### src/rtl/mac_dot_sequencer.sv
// mac_dot_sequencer: buffers signed 8-bit (A,B) pairs in a FIFO and feeds them
// one at a time to a mac_unit. On the element tagged last it captures the sum
// and a sticky overflow flag, and offers them on a valid/ready result port.
// The mac_unit is reset between dot products.
//
// Ports:
//   clk, reset                   clock, async active-high reset
//   s_valid/s_ready/s_a/s_b/s_last  operand stream input
//   mac_rst/mac_valid/mac_a/mac_b   commands to mac_unit
//   mac_done/mac_y/mac_overflow     responses from mac_unit
//   r_valid/r_ready/r_y/r_ovf/r_count  result port
//   err                          watchdog fired (sticky)
//
// Optional: define MAC_SEQ_TIMEOUT_EN to enable the WAIT_DONE watchdog. Without
// it WAIT_DONE waits indefinitely and err is tied to 0.
module mac_dot_sequencer #(
    parameter int DEPTH          = 4,
    parameter int CNT_W          = 16,
    parameter int TIMEOUT_CYCLES = 15
) (
    input  logic             clk,
    input  logic             reset,
    input  logic             s_valid,
    output logic             s_ready,
    input  logic [7:0]       s_a,
    input  logic [7:0]       s_b,
    input  logic             s_last,
    output logic             mac_rst,
    output logic             mac_valid,
    output logic [7:0]       mac_a,
    output logic [7:0]       mac_b,
    input  logic             mac_done,
    input  logic [31:0]      mac_y,
    input  logic             mac_overflow,
    output logic             r_valid,
    input  logic             r_ready,
    output logic [31:0]      r_y,
    output logic             r_ovf,
    output logic [CNT_W-1:0] r_count,
    output logic             err
);

    localparam int AW = $clog2(DEPTH);

    typedef enum logic [2:0] {
        S_CLEAR     = 3'd0,
        S_CLR_WAIT  = 3'd1,
        S_IDLE      = 3'd2,
        S_ISSUE     = 3'd3,
        S_WAIT_DONE = 3'd4,
        S_SETTLE    = 3'd5,
        S_RESULT    = 3'd6
    } state_t;

    state_t state_q, state_d;

    // FIFO entry layout: {last, a, b}
    logic [16:0]      mem_q [DEPTH];
    logic [16:0]      mem_d [DEPTH];
    logic [AW:0]      wr_ptr_q, wr_ptr_d;
    logic [AW:0]      rd_ptr_q, rd_ptr_d;
    logic             last_q, last_d;
    logic [7:0]       a_q, a_d;
    logic [7:0]       b_q, b_d;
    logic             ovf_q, ovf_d;
    logic [CNT_W-1:0] cnt_q, cnt_d;
    logic [31:0]      r_y_q, r_y_d;
    logic             r_ovf_q, r_ovf_d;

    logic empty, full, push, pop, tmo_fire;
    logic [16:0] head;

    assign empty = (wr_ptr_q == rd_ptr_q);
    assign full  = (wr_ptr_q[AW] != rd_ptr_q[AW]) &&
                   (wr_ptr_q[AW-1:0] == rd_ptr_q[AW-1:0]);
    assign push  = s_valid && !full;
    assign pop   = (state_q == S_IDLE) && !empty;
    assign head  = mem_q[rd_ptr_q[AW-1:0]];

`ifdef MAC_SEQ_TIMEOUT_EN
    localparam int TW = $clog2(TIMEOUT_CYCLES + 1);

    logic [TW-1:0] tmo_q, tmo_d;
    logic          err_q, err_d;
    logic [AW:0]   occ, idx, flush_ptr;
    logic          found;

    assign tmo_fire = (state_q == S_WAIT_DONE) && !mac_done &&
                      (tmo_q == TW'(TIMEOUT_CYCLES - 1));

    // Read pointer just past the first queued entry tagged last; if no such
    // entry is queued, everything queued belongs to the discarded product.
    always_comb begin
        occ       = wr_ptr_q - rd_ptr_q;
        flush_ptr = wr_ptr_q;
        found     = 1'b0;
        idx       = rd_ptr_q;
        for (int i = 0; i < DEPTH; i++) begin
            idx = rd_ptr_q + (AW+1)'(i);
            if (!found && ((AW+1)'(i) < occ) && mem_q[idx[AW-1:0]][16]) begin
                found     = 1'b1;
                flush_ptr = idx + (AW+1)'(1);
            end
        end
    end

    assign err = err_q;
`else
    assign tmo_fire = 1'b0;
    assign err      = 1'b0;
`endif

    // State register
    always_ff @(posedge clk or posedge reset) begin
        if (reset) state_q <= S_CLEAR;
        else       state_q <= state_d;
    end

    // Next-state logic
    always_comb begin
        state_d = state_q;
        unique case (state_q)
            S_CLEAR:     state_d = S_CLR_WAIT;
            S_CLR_WAIT:  state_d = S_IDLE;
            S_IDLE:      if (!empty) state_d = S_ISSUE;
            S_ISSUE:     state_d = S_WAIT_DONE;
            S_WAIT_DONE: begin
                if (mac_done)      state_d = S_SETTLE;
                else if (tmo_fire) state_d = S_CLEAR;
            end
            S_SETTLE:    state_d = last_q ? S_RESULT : S_IDLE;
            S_RESULT:    if (r_ready) state_d = S_CLEAR;
            default:     state_d = S_CLEAR;
        endcase
    end

    // State-decoded outputs
    always_comb begin
        mac_rst   = (state_q == S_CLEAR);
        mac_valid = (state_q == S_ISSUE);
        r_valid   = (state_q == S_RESULT);
    end

    assign s_ready = !full;
    assign mac_a   = a_q;
    assign mac_b   = b_q;
    assign r_y     = r_y_q;
    assign r_ovf   = r_ovf_q;
    assign r_count = cnt_q;

    // Datapath next-values
    always_comb begin
        mem_d    = mem_q;
        wr_ptr_d = wr_ptr_q;
        rd_ptr_d = rd_ptr_q;
        last_d   = last_q;
        a_d      = a_q;
        b_d      = b_q;
        ovf_d    = ovf_q;
        cnt_d    = cnt_q;
        r_y_d    = r_y_q;
        r_ovf_d  = r_ovf_q;
`ifdef MAC_SEQ_TIMEOUT_EN
        tmo_d    = '0;
        err_d    = err_q;
`endif
        if (push) begin
            mem_d[wr_ptr_q[AW-1:0]] = {s_last, s_a, s_b};
            wr_ptr_d = wr_ptr_q + (AW+1)'(1);
        end
        if (pop) begin
            rd_ptr_d = rd_ptr_q + (AW+1)'(1);
            {last_d, a_d, b_d} = head;
        end
        if (state_q == S_WAIT_DONE && mac_done) begin
            ovf_d = ovf_q | mac_overflow;
            if (cnt_q != '1) cnt_d = cnt_q + CNT_W'(1);
        end
        if (state_q == S_SETTLE && last_q) begin
            r_y_d   = mac_y;
            r_ovf_d = ovf_q | mac_overflow;
        end
        if (state_q == S_RESULT && r_ready) begin
            cnt_d = '0;
            ovf_d = 1'b0;
        end
`ifdef MAC_SEQ_TIMEOUT_EN
        if (state_q == S_WAIT_DONE && !mac_done)
            tmo_d = tmo_q + TW'(1);
        if (tmo_fire) begin
            err_d = 1'b1;
            cnt_d = '0;
            ovf_d = 1'b0;
            // A stalled last element already closed its product, so the
            // queued entries belong to the next one and are kept.
            if (!last_q) rd_ptr_d = flush_ptr;
        end
`endif
    end

    always_ff @(posedge clk or posedge reset) begin
        if (reset) begin
            mem_q    <= '{default: '0};
            wr_ptr_q <= '0;
            rd_ptr_q <= '0;
            last_q   <= 1'b0;
            a_q      <= '0;
            b_q      <= '0;
            ovf_q    <= 1'b0;
            cnt_q    <= '0;
            r_y_q    <= '0;
            r_ovf_q  <= 1'b0;
`ifdef MAC_SEQ_TIMEOUT_EN
            tmo_q    <= '0;
            err_q    <= 1'b0;
`endif
        end else begin
            mem_q    <= mem_d;
            wr_ptr_q <= wr_ptr_d;
            rd_ptr_q <= rd_ptr_d;
            last_q   <= last_d;
            a_q      <= a_d;
            b_q      <= b_d;
            ovf_q    <= ovf_d;
            cnt_q    <= cnt_d;
            r_y_q    <= r_y_d;
            r_ovf_q  <= r_ovf_d;
`ifdef MAC_SEQ_TIMEOUT_EN
            tmo_q    <= tmo_d;
            err_q    <= err_d;
`endif
        end
    end

endmodule

### config.mk
export PLATFORM = sky130hd
export DESIGN_NAME = mac_dot_sequencer
export DESIGN_NICKNAME = d
export VERILOG_FILES = /design/src/rtl/mac_dot_sequencer.sv
export SDC_FILE = /design/constraint.sdc
export NUM_CORES = 1
export LEC_CHECK = 0
export BUFFER_PORTS_ARGS = -buffer_cell sky130_fd_sc_hd__buf_2
export CORE_MARGIN = 10
export CORE_UTILIZATION = 55
export CTS_CLUSTER_DIAMETER = 150
export DETAILED_ROUTE_END_ITERATION = 10
export PLACE_DENSITY = 0.77
export SYNTH_ARGS = -nofsm -noshare
export SYNTH_HDL_FRONTEND = slang
export SYNTH_SLANG_ARGS = --single-unit
### constraint.sdc
create_clock -name clk -period 4.6 [get_ports clk]
set_input_delay 0 -clock clk [delete_from_list [all_inputs] [get_ports clk]]
set_output_delay 0 -clock clk [all_outputs]
set_load 0.03 [all_outputs]
Yosys cells after proc, flatten, opt, wreduce, memory -nomap -nowiden
Index checks and enable logic that the tools add are counted. Widths: inputs -> output; s select.

Mux-type cells: 16. Bitwise gates (word level): 3. $lt $le $gt $ge: 3. $add $sub $neg: 3. Reduce and logical (&&, ||, !) cells: 14. Eq/ne operators: 13.

Operators by type and width (count): $bwmux 68 (1); $mux 17 (3); $mux 16 (3); $bmux 17 s2 (1); $demux 17 s2 (1); $pmux 3 s7 (1); $add 16x1->16 const B (1); $ne 16x16->1 const B (1); $mux 3 (4); $eq 3x3->1 const B (3); $logic_and 1x1->1 (7); $add 3x1->3 const B (2); $eq 3x2->1 const B (2); $ge 3x3->1 const B (2); $not 2->3 (2); $ne 2x2->1 const B (2); $reduce_bool 2->1 (2); $eq 3x1->1 const B (1); $eq 3x3->1 (1); $logic_not 3->1 (1); $lt 3x1->1 const B (1); $reduce_and 3->1 (1); $eq 2x2->1 (1); $logic_not 1->1 (2); 5 further kinds (6).

Logic and storage cells: 66. Register bits: 144. Output and inout bits: 70. Input bits: 55.

Logic depth before layout (Yosys ltp)
Gate-level depths: netlist of the first run.

Depth after elaboration: 6. Gate-level depth with buffers: 6. Mapped depth without buffers: 5.

Worst setup path after synthesis of the first run
OpenSTA, ideal clock, no wires.

Path kind: reg-to-reg. From: register rd_ptr_q[0]. To: register mem_q[0] (netlist bit). Path slack: 2799 ps. Cell stages (with the launch flop): 7. Arrival: 1676 ps. Setup time: 125 ps. Period minus slack after synthesis: 1801 ps. Buffers on the path: 2. Cell sequence: dfrtp_1 -> buf_6 -> xnor2_2 -> a31oi_4 -> nand2_4 -> buf_6 -> mux2_4.

Cells in the longest elaborated chain, start to end: 4.

RTL lines: start, declared (RTL line 61) `logic [AW:0] rd_ptr_q, rd_ptr_d;`; start signal, assigned (RTL line 220) `rd_ptr_q <= rd_ptr_d;`; $eq 2x2->1 (RTL line 75) `(wr_ptr_q[AW-1:0] == rd_ptr_q[AW-1:0]);`; $logic_and 1x1->1 (RTL line 74) `assign full = (wr_ptr_q[AW] != rd_ptr_q[AW]) &&`; $logic_not 1->1 (RTL line 76) `assign push = s_valid && !full;`; $logic_and 1x1->1 (RTL line 76); end signal, assigned (RTL line 218) `mem_q <= mem_d;`; end, declared (RTL line 58) `logic [16:0] mem_q [DEPTH];`.

Every way passes these cells. A chain may end at the register's enable or synchronous reset.

Final worst setup path of the first run
From: register rd_ptr_q[1]. To: register mem_q[42] (netlist bit).

Same word-level chain as after synthesis.

==> flow_metrics.py, run 1 <==
metrics = {
    "setup_path": {
        "ff2ff_path_depth": 4,
        "end_kind": "flop",
        "cp.required_ns": 4.90,
        "slowest_stage": "dfrtp_1",
        "crit_start": "rd_ptr_q[1]$_DFFE_PP0P_",
        "worstPathArrival_ns": 2.78,
        "worstPathMaxFanout": 20,
        "r2r_start": "rd_ptr_q[1]$_DFFE_PP0P_",
        "path_cells": "xnor2_2, a31oi_4, nand2_4, mux2_4",
        "worst-r2r-setup-slack_ns": 2.13,
        "cp-start-kind": "flop",
        "worstReg2RegEnd": "mem_q[42]$_DFFE_PP0P_",
        "crit_type": "reg2reg",
        "cp.buffers_inverters": 0,
        "cp.depth": 4,
        "cp_top_family": "flip-flops",
        "critPathMaxStageDelay_ns": 0.96,
    },
    "hold_path": {
        "min_delay_path_depth": 4,
        "hold_class": "in2reg",
        "hp-start": "s_valid",
        "holdPathEnd": "wr_ptr_q[0]$_DFFE_PP0N_",
    },
    "place": {
        "place.gp.congestion": 0.7903,
        "post-dp-hpwl_um": 9478,
        "portBuffers": 123,
    },
    "timing": {
        "post-route-period-util_pct": 53.77,
        "period_minus_slack_ns": 2.473,
        "rsz0062_at_grt": "false",
        "skew_ns": 0.005953,
        "slew_headroom_pct": 37.70,
        "tns_ns": 0,
        "finalHoldViolCount": 0,
        "worst_pin_slew_ns": 0.9344,
        "clock.fmax_mhz": 404.3,
        "report.final.slew_viol_count": 0,
        "final-setup-viol-count": 0,
    },
    "floorplan": {
        "die_h_um": 128.6,
        "die_area_mm2": 0.01653,
        "core_mm2": 0.01147,
        "placementRows": 39,
        "die_width_um": 128.6,
        "initial_utilization_pct": 56.52,
        "io_pins": 125,
    },
    "power_and_ir_drop": {
        "p_switching_w": 0.002161,
        "intPower_w": 0.004002,
        "seqPwrFrac_pct": 36.6,
        "power.density_mw_per_mm2": 739.4,
        "p_sw_share_pct": 35.07,
        "p_leak_nw": 3.951,
        "max-vdd-ir-drop_uv": 556.3,
        "pwr-share-clk_pct": 22.4,
        "combPwrFrac_pct": 41.0,
    },
    "finish": {
        "layout.nets": 668,
        "layout-drive-gt1-share_pct": 47.98,
        "synthToLayoutAreaGrowth_pct": 28.61,
        "fill_cells": 737,
        "final_core_util_pct": 72.69,
    },
    "yosys": {
        "synth_seq_area_share_pct": 55.60,
        "synthTopCellsByArea": "dfrtp_1 (56%), mux2_2 (14%), mux2_4 (9.0%)",
        "yosysMostFrequentCell": "dfrtp_1",
        "syn_avg_cell_area_um2": 15.21,
        "synth_common_cells": "dfrtp_1 (144), mux2_2 (79), mux2_4 (39)",
        "synth-main-ff-cell": "dfrtp_1",
        "synth_fp_nets": 487,
        "synth.distinct_cells": 42,
        "netlist_area_mm2": 0.006481,
        "ys_warn_count": 0,
        "synth.top_cell.area_share_pct": 55.60,
        "synth-edff-count": 0,
        "synth_area_leader_cell": "dfrtp_1",
        "ys_seq_elements": 144,
        "ys_async_sr_fraction_pct": 100.0,
        "syn_inst": 426,
    },
    "clock_network": {
        "root_buffer": "clkbuf_16",
        "cts_tree": "yes",
        "cts.htree.levels": 4,
        "cts_inserted_buffers": 17,
        "path_clk_slew_ns": 0.06,
        "cts_buffer_depth": 2,
        "clk_latency_ns": 0.42,
        "cts_sinks": 144,
        "cts_setup_buffers": 0,
    },
    "route": {
        "wl_per_cell_um": 18.84,
        "finalWirelength_um": 14370,
        "vias": 4199,
        "drt-vias-per-instance": 5.503,
        "drc": 0,
        "ant_nets": 0,
        "drt_iter0_drc": 256,
        "firstDrtPassIters": 4,
    },
    "global_routing": {
        "overflow": 0,
        "grt_max_degree": 80,
        "grt_pass1_wl_um": 23920,
        "track_usage_pct": 18.06,
        "grt_pass1_vias": 4684,
        "antenna_found_initial": 0,
    },
    "job": {
        "timing.max_cap.violations": 0,
    },
    "outcome": {
        "outcome": "complete, no violations",
    },
}
==> cells by family after synthesis <==
logic type / count (synthesis) / share of synthesized area (%)
AO/OA/AOI/OAI: 32 / 3.185
XOR/XNOR: 8 / 1.313
adder cells (fa/ha/maj): 6 / 1.158
buffers and inverters: 25 / 2.278
flip-flops: 144 / 55.60
multiplexers: 141 / 29.94
other: 1 / 0.05786
AND/OR/NAND/NOR: 69 / 6.467
==> final cells by class <==
| class | instances | area [um2] | share of cell area, % |
|---|---|---|---|
| Tap cell | 143 | 178.9 | 2.147 |
| Clock buffer | 20 | 456.7 | 5.479 |
| Multi-Input combinational cell | 257 | 2748 | 32.96 |
| Timing Repair Buffer | 180 | 1176 | 14.11 |
| Antenna cell | 1 | 2.502 | 0.03002 |
| Sequential cell | 144 | 3603 | 43.23 |
| Clock inverter | 11 | 138.9 | 1.666 |
| Inverter | 7 | 31.28 | 0.3753 |
==> layout by cell type (no fill, tap or decap), types with 3 or more instances in the layout <==
cell type / instances
a21oi_1: 12
inv_1: 6
buf_2: 123
buf_4: 4
or3_1: 3
nand2b_1: 4
nand3_1: 10
ha_1: 6
bufinv_16: 3
mux2_2: 79
dlygate4sd3_1: 53
nand2_4: 4
clkbuf_16: 17
dfrtp_1: 144
nand4_1: 5
o21ai_0: 8
xnor2_1: 4
o31ai_1: 7
or4_1: 6
mux2_4: 39
nor2_1: 4
mux2i_1: 6
nand2_1: 17
mux4_2: 11
mux4_1: 6
clkinv_2: 5
and3_1: 3
==> worst min-delay path, cell delays in order <==
cell and delay (ns):
buf_2 0.11, inv_1 0.08, a31oi_4 0.08, xnor2_1 0.13
==> power by group through the flow <==
stage                     clock, W  combinational (W)  sequential, W
after floorplan                  0            0.00156        0.00259
after global placement           0            0.00245        0.00222
after detailed placement         0            0.00252        0.00227
after CTS                  0.00140            0.00257        0.00226
after global routing       0.00146            0.00270        0.00234
final                      0.00138            0.00253        0.00225
==> what timing repair did <==
| item | CTS | global route |
|---|---|---|
| hold endpoints to repair | 183 | 0 |
| hold buffers | 53 | 0 |
| resized for setup | 0 | 0 |
==> metrics by stage <==
stage               power (W)  hold WS, ns  setup WS, ns  instances  area (um2)
finish               0.006164      0.03706         2.127        763        8335
global route         0.006502      0.05235         1.955        762        8333
CTS                  0.006231      0.02392         2.061        762        8333
detailed placement   0.004788       0.1762         2.116        678        7207
global placement     0.004667       0.1612         2.192        678        7207
floorplan            0.004145       0.1470        0.7337        426        6481
==> worst max path at each step <==
stage                                  to  slack (ns)
floorplan              last_q$_DFFE_PP0P_        0.73
global placement    mem_q[36]$_DFFE_PP0P_        2.19
detailed placement   mem_q[7]$_DFFE_PP0P_        2.12
CTS                  mem_q[5]$_DFFE_PP0P_        2.06
global route         mem_q[5]$_DFFE_PP0P_        1.95
finish              mem_q[42]$_DFFE_PP0P_        2.13
==> routing by layer <==
| layer | part of all wire (%) | track usage, % | vias up |
|---|---|---|---|
| met2 | 52 | 31.14 | 109 |
| li1 | - | - | 1944 |
| met4 | 1.1 | 5.763 | 0 |
| met5 | 0 | 0 | - |
| met3 | 6.2 | 5.462 | 17 |
| met1 | 41 | 21.17 | 2129 |
==> registers in the layout, indices dropped and copies added, names as in the netlist <==
| register | flops |
|---|---|
| wr_ptr_q | 3 |
| ovf_q | 1 |
| mac_a | 8 |
| last_q | 1 |
| r_y | 32 |
| r_ovf | 1 |
| r_count | 16 |
| mac_b | 8 |
| mem_q | 68 |
| rd_ptr_q | 3 |
| state_q | 3 |
No activity file was read; power rests on OpenSTA's default activity.
==> run 2: changes to the inputs <==
- ABC_AREA: not set -> 1
- CORE_UTILIZATION: 55 -> 56
- PLACE_DENSITY: 0.77 -> 0.78
- clock period: 4.6 -> 2.5 ns (I/O delays scaled with it)
==> run 2 against run 1 <==
Global-route usage is 2.8 points higher. Worst hold slack improved by 0.14 ns. Synthesized cell count rose by 83%.
==> flow_metrics.py, run 2 <==
metrics = {
    "outcome": {
        "outcome": "complete, no violations",
    },
    "finish": {
        "largest_reg_flops": 68,
        "layout_commonest_cell": "nand2_1",
        "synthToLayoutAreaGrowth_pct": 25.74,
        "mostFrequentLayoutCells": "nand2_1 (291), dfrtp_1 (144), buf_2 (123), o21ai_2 (61), nor2_1 (56)",
        "layout-drive-gt1-share_pct": 25.49,
        "regMostFlops": "mem_q",
        "insertedDiodeCount": 0,
        "layout.nets": 1010,
        "design_area_mm2": 0.008625,
    },
    "route": {
        "wl_per_cell_um": 15.35,
        "wl_met3_um": 1158,
        "firstDrtPassIters": 5,
        "wl_met1_um": 7595,
        "vias": 5743,
        "finalWirelength_um": 17000,
        "drt-vias-per-instance": 5.183,
        "drc": 0,
        "drt_iter0_drc": 554,
        "top_layer": "met4",
        "wl_met2_um": 7859,
        "ant_nets": 0,
    },
    "clock_network": {
        "cts_hold_buf": 55,
        "cts_setup_buffers": 0,
        "cts_sinks": 144,
        "cts_buffer_depth": 2,
        "ctsResizeCount": 0,
        "cts_inserted_buffers": 17,
        "cts_tree": "yes",
        "cts.htree.levels": 4,
        "root_buffer": "clkbuf_16",
        "path_clk_slew_ns": 0.06,
        "clk_latency_ns": 0.43,
    },
    "global_routing": {
        "overflow": 0,
        "grt_pass1_vias": 5712,
        "grt_pass1_wl_um": 28370,
        "grt_max_degree": 65,
        "antenna_found_initial": 0,
        "track_usage_pct": 20.88,
    },
    "yosys": {
        "synth_area_leader_cell": "dfrtp_1",
        "ys_seq_elements": 144,
        "synth.distinct_cells": 34,
        "yosysMostFrequentCell": "nand2_1",
        "synth-main-ff-cell": "dfrtp_1",
        "synth_common_cells": "nand2_1 (291), dfrtp_1 (144), o21ai_2 (61)",
        "netlist_area_mm2": 0.006859,
        "synthTopCellsByArea": "dfrtp_1 (53%), nand2_1 (16%), o21ai_2 (7.8%)",
        "synth-edff-count": 0,
        "synth.top_cell.area_share_pct": 52.54,
        "ys_warn_count": 0,
        "synth_seq_area_share_pct": 52.54,
        "syn_avg_cell_area_um2": 8.794,
        "ys_async_sr_fraction_pct": 100.0,
        "synth_fp_nets": 841,
        "syn_inst": 780,
    },
    "floorplan": {
        "die_h_um": 130.7,
        "die_area_mm2": 0.01707,
        "die_width_um": 130.7,
        "core_mm2": 0.01201,
        "initial_utilization_pct": 57.10,
        "placementRows": 40,
        "io_pins": 125,
    },
    "timing": {
        "final-setup-viol-count": 0,
        "clock.fmax_mhz": 510.9,
        "skew_ns": 0.006526,
        "post-route-period-util_pct": 78.29,
        "report.final.slew_viol_count": 0,
        "worst_pin_slew_ns": 0.6369,
        "rsz0062_at_grt": "false",
        "period_minus_slack_ns": 1.957,
        "tns_ns": 0,
        "slew_headroom_pct": 57.49,
        "finalHoldViolCount": 0,
        "hold-worst-slack_ns": 0.1781,
    },
    "power_and_ir_drop": {
        "combPwrFrac_pct": 41.2,
        "max-vdd-ir-drop_uv": 582.5,
        "power.density_mw_per_mm2": 1299,
        "p_leak_nw": 4.390,
        "pwr-share-clk_pct": 23.1,
        "intPower_w": 0.006529,
        "p_sw_share_pct": 41.75,
        "p_switching_w": 0.004679,
        "seqPwrFrac_pct": 35.6,
    },
    "setup_path": {
        "crit_type": "reg2reg",
        "cp-start-kind": "flop",
        "end_kind": "flop",
        "critPathMaxStageDelay_ns": 0.71,
        "cp.buffers_inverters": 0,
        "cp.required_ns": 2.80,
        "worstPathArrival_ns": 2.26,
        "worstPathMaxFanout": 35,
        "path_common_cell": "nand3_4",
        "cp_top_family": "simple AND/OR/NAND/NOR gates",
        "slowest_stage": "dfrtp_1",
        "path_cells": "xnor2_4, nand3_4, nand3_4, nand2_1, o21ai_2",
    },
    "job": {
        "timing.max_cap.violations": 0,
    },
    "place": {
        "post-dp-hpwl_um": 10710,
        "portBuffers": 123,
        "dpl_cell_area_mm2": 0.007467,
        "place.gp.congestion": 0.8120,
    },
    "hold_path": {
        "hold_class": "in2async",
    },
}
==> run 2: changes by cell type after synthesis, moves of 7 or more <==
cell	before	now
a21oi_1	12	1
buf_6	5	13
inv_1	7	49
mux2_2	79	0
mux2_4	39	0
mux4_2	11	0
nand2_1	17	291
nand2_2	0	8
nor2_1	4	56
o21ai_0	8	41
o21ai_1	0	17
o21ai_2	0	61
o22ai_1	0	17
o31ai_1	7	0
==> run 2: path summary, 6_finish.rpt <==
path / from / endpoint / slack, ns / cells after the start
hold / removal: reset / mac_b[3]$_DFFE_PP0P_ / 0.18 / 3
setup / recovery: rd_ptr_q[0]$_DFFE_PP0P_ / mem_q[12]$_DFFE_PP0P_ / 0.54 / 5
hold reg to reg: r_y[25]$_DFFE_PP0P_ / r_y[25]$_DFFE_PP0P_ / 0.47 / 2
min in group clk: mac_y[29] / r_y[29]$_DFFE_PP0P_ / 0.30 / 4
max in group asynchronous: reset / r_count[6]$_DFFE_PP0P_ / 1.65 / 4
setup reg to reg: rd_ptr_q[0]$_DFFE_PP0P_ / mem_q[12]$_DFFE_PP0P_ / 0.54 / 5
==> run 2: power groups by stage <==
stage                     Sequential, W  Combinational, W  Clock (W)
after floorplan                 0.00467           0.00280          0
after global placement          0.00397           0.00441          0
after detailed placement        0.00399           0.00454          0
after CTS                       0.00397           0.00464    0.00261
after global routing            0.00412           0.00512    0.00275
final                           0.00399           0.00462    0.00259
==> run 2: layer usage <==
metal	vias to the layer above	GRT usage, %
met4	0	8.960
met5	-	0
li1	2842	-
met2	195	32.68
met3	33	5.077
met1	2673	27.16
==> run 2: worst min-delay path, stage by stage <==
cell and delay, ns:
dlygate4sd3_1 0.54, buf_2 0.14, clkinvlp_4 0.37
==> run 2: cell families after synthesis <==
logic type,share of synthesized area (%)
compound gates,13.88
fa+ha+maj,1.094
xor+xnor,1.551
simple gates,23.77
other cells,0.05467
flops,52.54
buf+inv,7.114
==> run 2: area by class of cell <==
cell class                      instances  area (um2)
Clock inverter                          9       132.6
Inverter                               52       203.9
Timing Repair Buffer                  187        1259
Sequential cell                       144        3603
Fill cell                             912        3387
Tap cell                              147       183.9
Clock buffer                           22       474.2
Multi-Input combinational cell        547        2768
==> run 2: through the flow <==
step,util [%],total power (W),setup slack (ns),cells
final,71.80,0.01121,0.5428,1108
after global routing,71.80,0.01199,0.3884,1108
after CTS,71.80,0.01122,0.5261,1108
after detailed placement,62.17,0.008528,0.5537,1022
after global placement,62.17,0.008379,0.6355,1022
after floorplan,-,0.007473,0.6950,780
==> run 3: changes to the inputs <==
- ABC_AREA: 1 -> 0
- CORE_UTILIZATION: 56 -> 55
- PLACE_DENSITY: 0.78 -> 0.77
- clock period: 2.5 -> 2 ns (I/O delays scaled with it)
==> run 3 against run 2 <==
Critical path depth shrank 1. Sequential share of layout area up 0.73 points. Clock power up 31%. Critical endpoint is now mem_q[19]$_DFFE_PP0P_. Highest routed layer unchanged.
==> flow_metrics.py, run 3 (synthesis gave the netlist of run 1 again) <==
metrics = {
    "setup_path": {
        "cp-start-kind": "flop",
        "end_kind": "flop",
        "worstPathArrival_ns": 2.17,
        "slowest_stage": "dfrtp_1",
        "crit_type": "reg2reg",
        "path_cells": "xnor2_2, a31oi_4, nand2_4, mux2_4",
        "worst-r2r-setup-slack_ns": 0.12,
        "r2r_start": "wr_ptr_q[0]$_DFFE_PP0N_",
        "critPathMaxStageDelay_ns": 0.43,
        "cp.required_ns": 2.30,
        "worstReg2RegEnd": "mem_q[19]$_DFFE_PP0P_",
        "worstPathMaxFanout": 17,
        "ff2ff_path_depth": 4,
    },
    "clock_network": {
        "cts_inserted_buffers": 17,
        "clk_latency_ns": 0.42,
        "cts_tree": "yes",
        "cts_buffer_depth": 2,
        "cts_sinks": 144,
        "root_buffer": "clkbuf_16",
        "path_clk_slew_ns": 0.06,
        "ctsResizeCount": 0,
        "cts.htree.levels": 4,
    },
    "timing": {
        "rsz0062_at_grt": "false",
        "period_minus_slack_ns": 1.877,
        "final-setup-viol-count": 0,
        "clock.fmax_mhz": 532.8,
        "tns_ns": 0,
        "worst_pin_slew_ns": 0.5413,
        "slew_headroom_pct": 63.91,
        "post-route-period-util_pct": 93.84,
        "report.final.slew_viol_count": 0,
        "finalHoldViolCount": 0,
        "skew_ns": 0.005753,
        "fin_ws_ns": 0.1231,
    },
    "global_routing": {
        "grt_max_degree": 101,
        "antenna_found_initial": 0,
        "track_usage_pct": 18.32,
        "use_met3_pct": 5.339,
        "top_usage_layer": "met2",
        "grt_pass1_wl_um": 24220,
        "overflow": 0,
        "use_met1_pct": 20.91,
        "use_met2_pct": 31.65,
        "grt_pass1_vias": 4758,
    },
    "route": {
        "drt-vias-per-instance": 5.504,
        "wl_per_cell_um": 19.09,
        "ant_nets": 0,
        "drc": 0,
        "finalWirelength_um": 14740,
        "vias": 4249,
        "drt_iter0_drc": 251,
        "firstDrtPassIters": 4,
    },
    "floorplan": {
        "core_mm2": 0.01147,
        "die_width_um": 128.6,
        "placementRows": 39,
        "die_h_um": 128.6,
        "initial_utilization_pct": 56.52,
        "io_pins": 125,
        "die_area_mm2": 0.01653,
    },
    "finish": {
        "regMostFlops": "mem_q",
        "layout.nets": 676,
        "layout-drive-gt1-share_pct": 48.73,
        "layout_commonest_cell": "dfrtp_1",
        "mostFrequentLayoutCells": "dfrtp_1 (144), buf_2 (123), mux2_2 (79), dlygate4sd3_1 (53), mux2_4 (39)",
        "largest_reg_flops": 68,
        "synthToLayoutAreaGrowth_pct": 30.79,
        "final_core_util_pct": 73.92,
        "design_area_mm2": 0.008477,
    },
    "hold_path": {
        "hp-start": "s_valid",
        "min_delay_path_depth": 4,
        "hold_class": "in2reg",
        "holdPathEnd": "wr_ptr_q[0]$_DFFE_PP0N_",
    },
    "power_and_ir_drop": {
        "power.density_mw_per_mm2": 1709,
        "max-vdd-ir-drop_uv": 1128,
        "p_leak_nw": 4.026,
    },
    "place": {
        "place.gp.congestion": 0.7739,
        "portBuffers": 123,
        "place_ws_ns": 0.1188,
        "post-dp-hpwl_um": 9443,
        "dpl_cell_area_mm2": 0.007303,
    },
    "job": {
        "timing.max_cap.violations": 0,
    },
    "outcome": {
        "outcome": "complete, no violations",
    },
}
==> run 3: per-stage QoR <==
stage	power (W)	cells	hold WS (ns)
3_3_place_gp	0.01082	686	0.2054
2_1_floorplan	0.009534	426	0.1470
5_1_grt	0.01524	771	0.05743
6_report	0.01449	772	0.03609
3_5_place_dp	0.01111	686	0.2095
4_1_cts	0.01462	771	0.01995
==> run 3: what timing repair did <==
action,4_1_cts,5_1_grt
hold buffers,53,0
setup endpoints to repair,0,0
endpoints found under the hold margin,248,0
setup buffers,0,0
==> run 3: layout make-up <==
cell class	count	area (um2)
Sequential cell	144	3603
Fill cell	737	2990
Multi-Input combinational cell	257	2748
Timing Repair Buffer	188	1274
Clock buffer	22	484.2
Tap cell	143	178.9
Clock inverter	10	156.4
Inverter	7	30.03
Antenna cell	1	2.502
==> run 3: worst max path at each step <==
stage | to | slack [ns] | startpoint | cells after the start
5_1_grt | mem_q[67]$_DFFE_PP0P_ | 0.02 | wr_ptr_q[0]$_DFFE_PP0N_ | 4
3_3_place_gp | mem_q[24]$_DFFE_PP0P_ | 0.18 | wr_ptr_q[0]$_DFFE_PP0N_ | 4
2_1_floorplan | last_q$_DFFE_PP0P_ | 0.19 | reset | 1
6_report | mem_q[19]$_DFFE_PP0P_ | 0.12 | wr_ptr_q[0]$_DFFE_PP0N_ | 4
4_1_cts | mem_q[67]$_DFFE_PP0P_ | 0.11 | wr_ptr_q[0]$_DFFE_PP0N_ | 4
3_5_place_dp | mem_q[19]$_DFFE_PP0P_ | 0.12 | wr_ptr_q[0]$_DFFE_PP0N_ | 4
==> run 3: where the power goes <==
group          switching, W  leakage [nW]  internal (W)
clock               0.00117         0.316       0.00221
combinational       0.00302          1.97       0.00299
sequential         0.000805          1.74       0.00429
==> run 3: worst max-delay path, delay by kind of cell (launching register included) <==
family	cells	cell delay [ns]
simple gates	1	0.30
flops	1	0.43
mux	1	0.38
compound gates	1	0.43
xor+xnor	1	0.21
==> run 3: routing by layer <==
layer  up-vias  wire, um  share of wire [%]
met5         -         0                  0
met4         0       279                1.9
met1      2151      6047                 41
met2       121      7548                 51
met3        24       863                5.9
li1       1953         -                  -
